<file path="src/rtl/sha512_msg_schedule.sv">
// sha512_msg_schedule: SHA-512 W0..W(ROUNDS-1) generator over a 16-word sliding window.
// Optional round_idx output under SHA512_SCHED_ROUND_OUT_EN.
module sha512_msg_schedule #(
  parameter int ROUNDS = 80
) (
  input  logic          clk,
  input  logic          rst,
  input  logic          in_valid,
  output logic          in_ready,
  input  logic [1023:0] M,
  output logic          w_valid,
  input  logic          w_ready,
  output logic [63:0]   Wj,
  output logic          done
`ifdef SHA512_SCHED_ROUND_OUT_EN
  ,
  output logic [6:0]    round_idx
`endif
);
  typedef enum logic {IDLE, RUN} state_e;
  state_e      state_q, state_d;
  logic [6:0]  t_q, t_d;
  logic [63:0] w_q [16];
  logic [63:0] w_d [16];
  logic        done_q, done_d;
  logic        xfer, last;
  logic [63:0] w_new;
  function automatic logic [63:0] s0(input logic [63:0] x);
    return {x[0], x[63:1]} ^ {x[7:0], x[63:8]} ^ (x >> 7);
  endfunction
  function automatic logic [63:0] s1(input logic [63:0] x);
    return {x[18:0], x[63:19]} ^ {x[60:0], x[63:61]} ^ (x >> 6);
  endfunction
  always_comb begin
    xfer    = (state_q == RUN) && w_ready;
    last    = t_q == 7'(ROUNDS - 1);
    w_new   = s1(w_q[14]) + w_q[9] + s0(w_q[1]) + w_q[0];
    state_d = state_q;
    t_d     = t_q;
    w_d     = w_q;
    done_d  = 1'b0;
    if (state_q == IDLE && in_valid) begin
      state_d = RUN;
      t_d     = '0;
      for (int k = 0; k < 16; k++) w_d[k] = M[1023-64*k -: 64];
    end else if (xfer && last) begin
      state_d = IDLE;
      done_d  = 1'b1;
    end else if (xfer) begin
      t_d = t_q + 7'd1;
      for (int k = 0; k < 15; k++) w_d[k] = w_q[k+1];
      w_d[15] = w_new;
    end
  end
  always_ff @(posedge clk) begin
    if (rst) begin
      state_q <= IDLE;
      t_q     <= '0;
      done_q  <= 1'b0;
      for (int k = 0; k < 16; k++) w_q[k] <= '0;
    end else begin
      state_q <= state_d;
      t_q     <= t_d;
      done_q  <= done_d;
      w_q     <= w_d;
    end
  end
  assign in_ready = state_q == IDLE;
  assign w_valid  = state_q == RUN;
  assign Wj       = w_valid ? w_q[0] : '0;
  assign done     = done_q;
`ifdef SHA512_SCHED_ROUND_OUT_EN
  assign round_idx = w_valid ? t_q : '0;
`endif
endmodule

</file>
<file path="config.mk">
export PLATFORM = sky130hd
export DESIGN_NAME = sha512_msg_schedule
export DESIGN_NICKNAME = d
export VERILOG_FILES = /design/src/rtl/sha512_msg_schedule.sv
export SDC_FILE = /design/constraint.sdc
export NUM_CORES = 2
export LEC_CHECK = 0
export ABC_AREA = 0
export CAP_MARGIN = 15
export CORE_AREA = 2 2 431 433
export DETAILED_ROUTE_END_ITERATION = 7
export DIE_AREA = 0 0 433 435
export PLACE_DENSITY = 0.53
export SLEW_MARGIN = 20
export SYNTH_ARGS = -nofsm -noshare
export SYNTH_HDL_FRONTEND = slang
export SYNTH_SLANG_ARGS = --single-unit
</file>
<file path="constraint.sdc">
create_clock -name clk -period 9.41 [get_ports clk]
set_input_delay 1.882 -clock clk [delete_from_list [all_inputs] [get_ports clk]]
set_output_delay 1.882 -clock clk [all_outputs]
set_load 0.02 [all_outputs]
</file>
# Word level (Yosys, flattened, before mapping)
# Cells that the tools add are included.
# totals
reg_bits,1033
output_inout_bits,67
word_cells,46
# classes
addsub,4
n_eq_ne,2
muxes,7
bitwise,6
n_reduce_logical,8
# ops
op,n
1024-bit 2-to-1 mux,3
64-bit adder,3
64-bit XOR,2
64-bit 2-to-1 mux,1
64-bit by 57-bit XOR with 64-bit output,1
64-bit by 58-bit XOR with 64-bit output,1
"7-bit by 1-bit adder with 7-bit output, second input constant",1
"7-bit == test, second input constant",1
2-bit AND reduction,2
2-bit nonzero test,2
1-bit logical AND,3
1-bit 2-to-1 mux,3
"2-bit != test, second input constant",1
1-bit inverter,2
2-bit OR reduction,1

# Longest topological paths before layout
# logic_depth
word_depth,8
mapped_depth,18
ltp_nobuf,16

# Least setup slack after synthesis
# OpenSTA, ideal clock, no wires.
# synth_timing
path_type,reg2reg
start,register w_q[84] (netlist name)
end,register w_q[61] (netlist name)
setup_ns,0.103
t_arrival_ns,4.295
setup_slack_ns,5.011
stages_incl_launch_ff,18
n_path_buf,1
path_cell_list,dfxtp_1 clkbuf_1 xor2_1 xnor2_1 fa_1 inv_1 fa_1 ha_1 fa_1 a31o_2 a21oi_4 o21ai_2 a31oi_4 a21oi_2 o41ai_4 o21ai_2 a311o_1 a2111oi_2
# synth_between
elab_chain_cells,8
# synth_lines
item,line_no,source
start: declaration,23,logic [63:0] w_q [16];
start signal: assignment,65,w_q <= w_d;
64-bit XOR,32,"return {x[18:0], x[63:19]} ^ {x[60:0], x[63:61]} ^ (x >> 6);"
64-bit by 58-bit XOR with 64-bit output *,32,
64-bit adder * (3 in a row),37,w_new = s1(w_q[14]) + w_q[9] + s0(w_q[1]) + w_q[0];
1024-bit 2-to-1 mux *,49,end else if (xfer) begin
1024-bit 2-to-1 mux *,46,end else if (xfer && last) begin
1024-bit 2-to-1 mux *,42,if (state_q == IDLE && in_valid) begin
# Mark *: on every way between the ends. The rest lies on a longest branch, timed or not. The select of a mux whose other input is x is not followed.
# A chain may end at the register's enable or synchronous reset.

# Worst setup path after layout
# layout_timing
start,register w_q[96] (netlist name)
end,register w_q[63] (netlist name)
# The elaborated chain is that of the path after synthesis.

==> results.py <==
metrics = {
    "run": {
        "cap_violations": 0,
    },
    "synth": {
        "netlist_area_sq_mm": 0.0536,
        "synth_seq_area_share_pct": 38.6,
        "synth_ff_type": "dfxtp_1",
        "synthesis.nets": 8293,
        "avgSynthCellArea_sq_um": 7.58,
        "ys_warn_count": 0,
        "synth_cells": 7075,
        "synth_edf_count": 0,
        "ys_types": 73,
        "async_flop_share_pct": 0,
        "synth_seq_cells": 1033,
    },
    "timing": {
        "worstMarginPinSlew_ps": 1150,
        "hold_violations": 0,
        "slew_headroom_pct": 23.2,
        "tns_ps": 0,
        "rsz0062_at_grt": "no",
        "post-route-period-util_pct": 59.8,
        "fin_worst_skew_ps": 33.8,
        "maxSlewViolCount": 0,
        "max_clock_freq_ghz": 0.178,
        "fin_crit_ps": 5630,
        "worst_slack_ps": 3780,
        "finalSetupViolCount": 0,
    },
    "clocking": {
        "clk_pin_slew_ps": 60,
        "htree_levels": 4,
        "clockBufferDepth": 3,
        "cts.sink_count": 1033,
        "cts.repair.resized": 0,
        "cts-root-buf": "clkbuf_16",
        "cts_buffers": 130,
        "postCtsSetupRepairBufs": 0,
        "clk_latency_ps": 790,
        "cts_tree": "built",
        "postCtsHoldBufs": 0,
    },
    "min_path": {
        "hp-class": "reg2reg",
    },
    "global_route": {
        "use_met3_pct": 6.26,
        "grt_use_met1_pct": 40.1,
        "grt_max_degree": 256,
        "met2_usage_pct": 50.0,
        "grt_most_used_layer": "met2",
        "grt_pass1_vias": 53000,
        "grt_usage_pct": 31.4,
        "grt_overflow": 0,
        "grt_pass1_wl_um": 417000,
        "antenna_found_initial": 109,
    },
    "detailed_routing": {
        "first_iter_violations": 6438,
        "first_pass_iters": 6,
        "ant_nets": 0,
        "vias": 56200,
        "post_drt_wl_per_cell_um": 30.1,
        "via_per_inst": 5.45,
        "drt-total-wl_um": 310000,
        "route.detailed.drc": 0,
    },
    "placement": {
        "dp_hpwl_um": 240000,
        "port_buffers": 1094,
        "dp_slack_ps": 3890,
        "gp_congestion": 1.02,
    },
    "floorplanning": {
        "fp-row-count": 158,
        "die-area_sq_mm": 0.188,
        "start_util_pct": 29.1,
        "io_pins": 1095,
        "die_w_um": 433,
        "die_y_um": 435,
        "core_sq_mm": 0.184,
    },
    "worst_setup_path": {
        "critPathKind": "reg2reg",
        "crit_start": "w_q[96]",
        "rrSetupSlack_ps": 3780,
        "worstPathMaxFanout": 11,
        "crit_required_ps": 10020,
        "r2r_start": "w_q[96]",
        "cp.arrival_ps": 6240,
        "crit_end": "w_q[63]",
        "crit_path_end_kind": "flop",
        "worstRegToRegCells": 15,
        "critPathLaunchType": "flop",
        "r2r_end": "w_q[63]",
    },
    "cells_and_area": {
        "area_growth_pct": 30.7,
        "drive_gt1_share_pct": 3.69,
        "final_common_cell": "nand2_1",
        "most-common-layout-cells": "nand2_1 (2046), nor2_1 (1134), clkdlybuf4s50_1 (1093)",
        "final_net_count": 8875,
        "fillers": 19300,
    },
    "power": {
        "peakVddDrop_v": 0.000125,
        "power.density_mw_per_mm2": 238,
        "leakagePower_uw": 0.0253,
    },
    "status": {
        "outcome": "completed",
    },
}
-- how the worst min path moves through the flow --
stage | end | start | depth (start not counted) | slack [ps]
2_1_floorplan | w_q[127] | w_q[63] | 2 | 450
3_3_place_gp | w_q[746] | w_q[682] | 2 | 460
3_5_place_dp | w_q[293] | w_q[229] | 2 | 470
4_1_cts | w_q[513] | w_q[449] | 2 | 470
5_1_grt | w_q[428] | w_q[364] | 2 | 480
6_report | w_q[259] | w_q[195] | 2 | 470
-- logic make-up (layout without fill, tap and decap cells) --
family	Yosys count	count (layout)	share of synthesized area, %
fa+ha+maj	190	190	6.20
compound gates	1286	1286	19.8
xor+xnor	304	304	4.96
simple gates	3283	3283	23.4
buf+inv	974	1651	6.97
mux	5	5	0.0956
flops	1033	1033	38.6
other cells	0	65	0
-- state kept, by name, summed over array words and instances, names as in the netlist --
signal and cells:
done 1, w_valid 1, w_q 1024, t_q 7
-- report_power, final --
part | switching (uW) | internal (uW) | total [uW] | leakage, uW
Combinational | 4090 | 2290 | 6380 | 0.0146
Clock | 2140 | 2920 | 5060 | 0.00206
Sequential | 473 | 4800 | 5280 | 0.00857
Total | 6700 | 10000 | 16700 | 0.0253
-- cell type report --
type | instances | area (sq um) | area share, %
diodes | 65 | 163 | 0.232
clock inverters | 30 | 334 | 0.477
clock buffers | 197 | 3860 | 5.50
well taps | 2480 | 3100 | 4.43
flip-flops and latches | 1033 | 20700 | 29.5
multi-input cells | 5068 | 29200 | 41.7
repair buffers | 1158 | 11700 | 16.7
inverters | 266 | 998 | 1.42
-- stage by stage --
stage,instance area (sq um),util [%],hold slack (ps),instances,power (uW)
after floorplan,53600,-,450,7075,8970
after global placement,65700,35.7,463,10000,11700
after detailed placement,65700,35.7,467,10000,11600
after CTS,69900,38.0,468,10200,16700
after global routing,70100,38.1,477,10300,17400
final,70100,38.1,467,10300,16700
-- worst max-delay path, stage by stage (launching register included) --
cell      delay (ps)
dfxtp_1          650
xor2_1           160
xnor2_1          430
fa_1             520
fa_1             500
inv_1             40
ha_1             530
nand4_1          180
or4_1            420
o21ai_1          370
o211ai_1         300
o21bai_2         380
a41oi_1          350
a31oi_1          310
mux2i_1          210
a31oi_1           90
-- synth_stat cells, drive strengths merged, types with 2 or more instances --
master	count	area (sq um)
nor4b	2	17.5
a21oi	108	559
a221oi	2	23.8
o221ai	2	17.5
a211oi	12	90.1
nand4bb	2	22.5
dfxtp	1033	20700
fa	126	2520
nor4	5	31.3
a2111oi	11	123
inv	266	998
a21boi	3	22.5
and3	7	43.8
o22ai	5	31.3
o21ai	65	340
nor2b	2	12.5
buf	70	347
and4	2	17.5
a21o	24	180
o21bai	17	131
xor2	116	1020
o211ai	5	37.5
clkbuf	638	2390
o21a	7	52.6
or3	9	56.3
ha	64	801
o22a	2	17.5
nand3	14	70.1
and2	8	50.1
a41oi	4	42.6
nor2	1134	4260
nand2	2047	7680
xnor2	188	1650
mux2i	4	40.0
o41ai	2	55.1
a221o	2	20.0
or2	3	18.8
o31ai	5	42.5
nor3	19	95.1
a31oi	17	128
a311oi	983	8610
nand2b	5	31.3
a31o	2	17.5
nand4	21	131
-- routing by layer --
metal  wire length (um)  up-vias  share of wire (%)
li1                   -    25300                  -
met1             128000    27800                 41
met2             144000     2469                 47
met3              22000      566                7.1
met4              15800       42                5.1
met5                267        -              0.086
No activity file was read; power rests on OpenSTA's default activity.
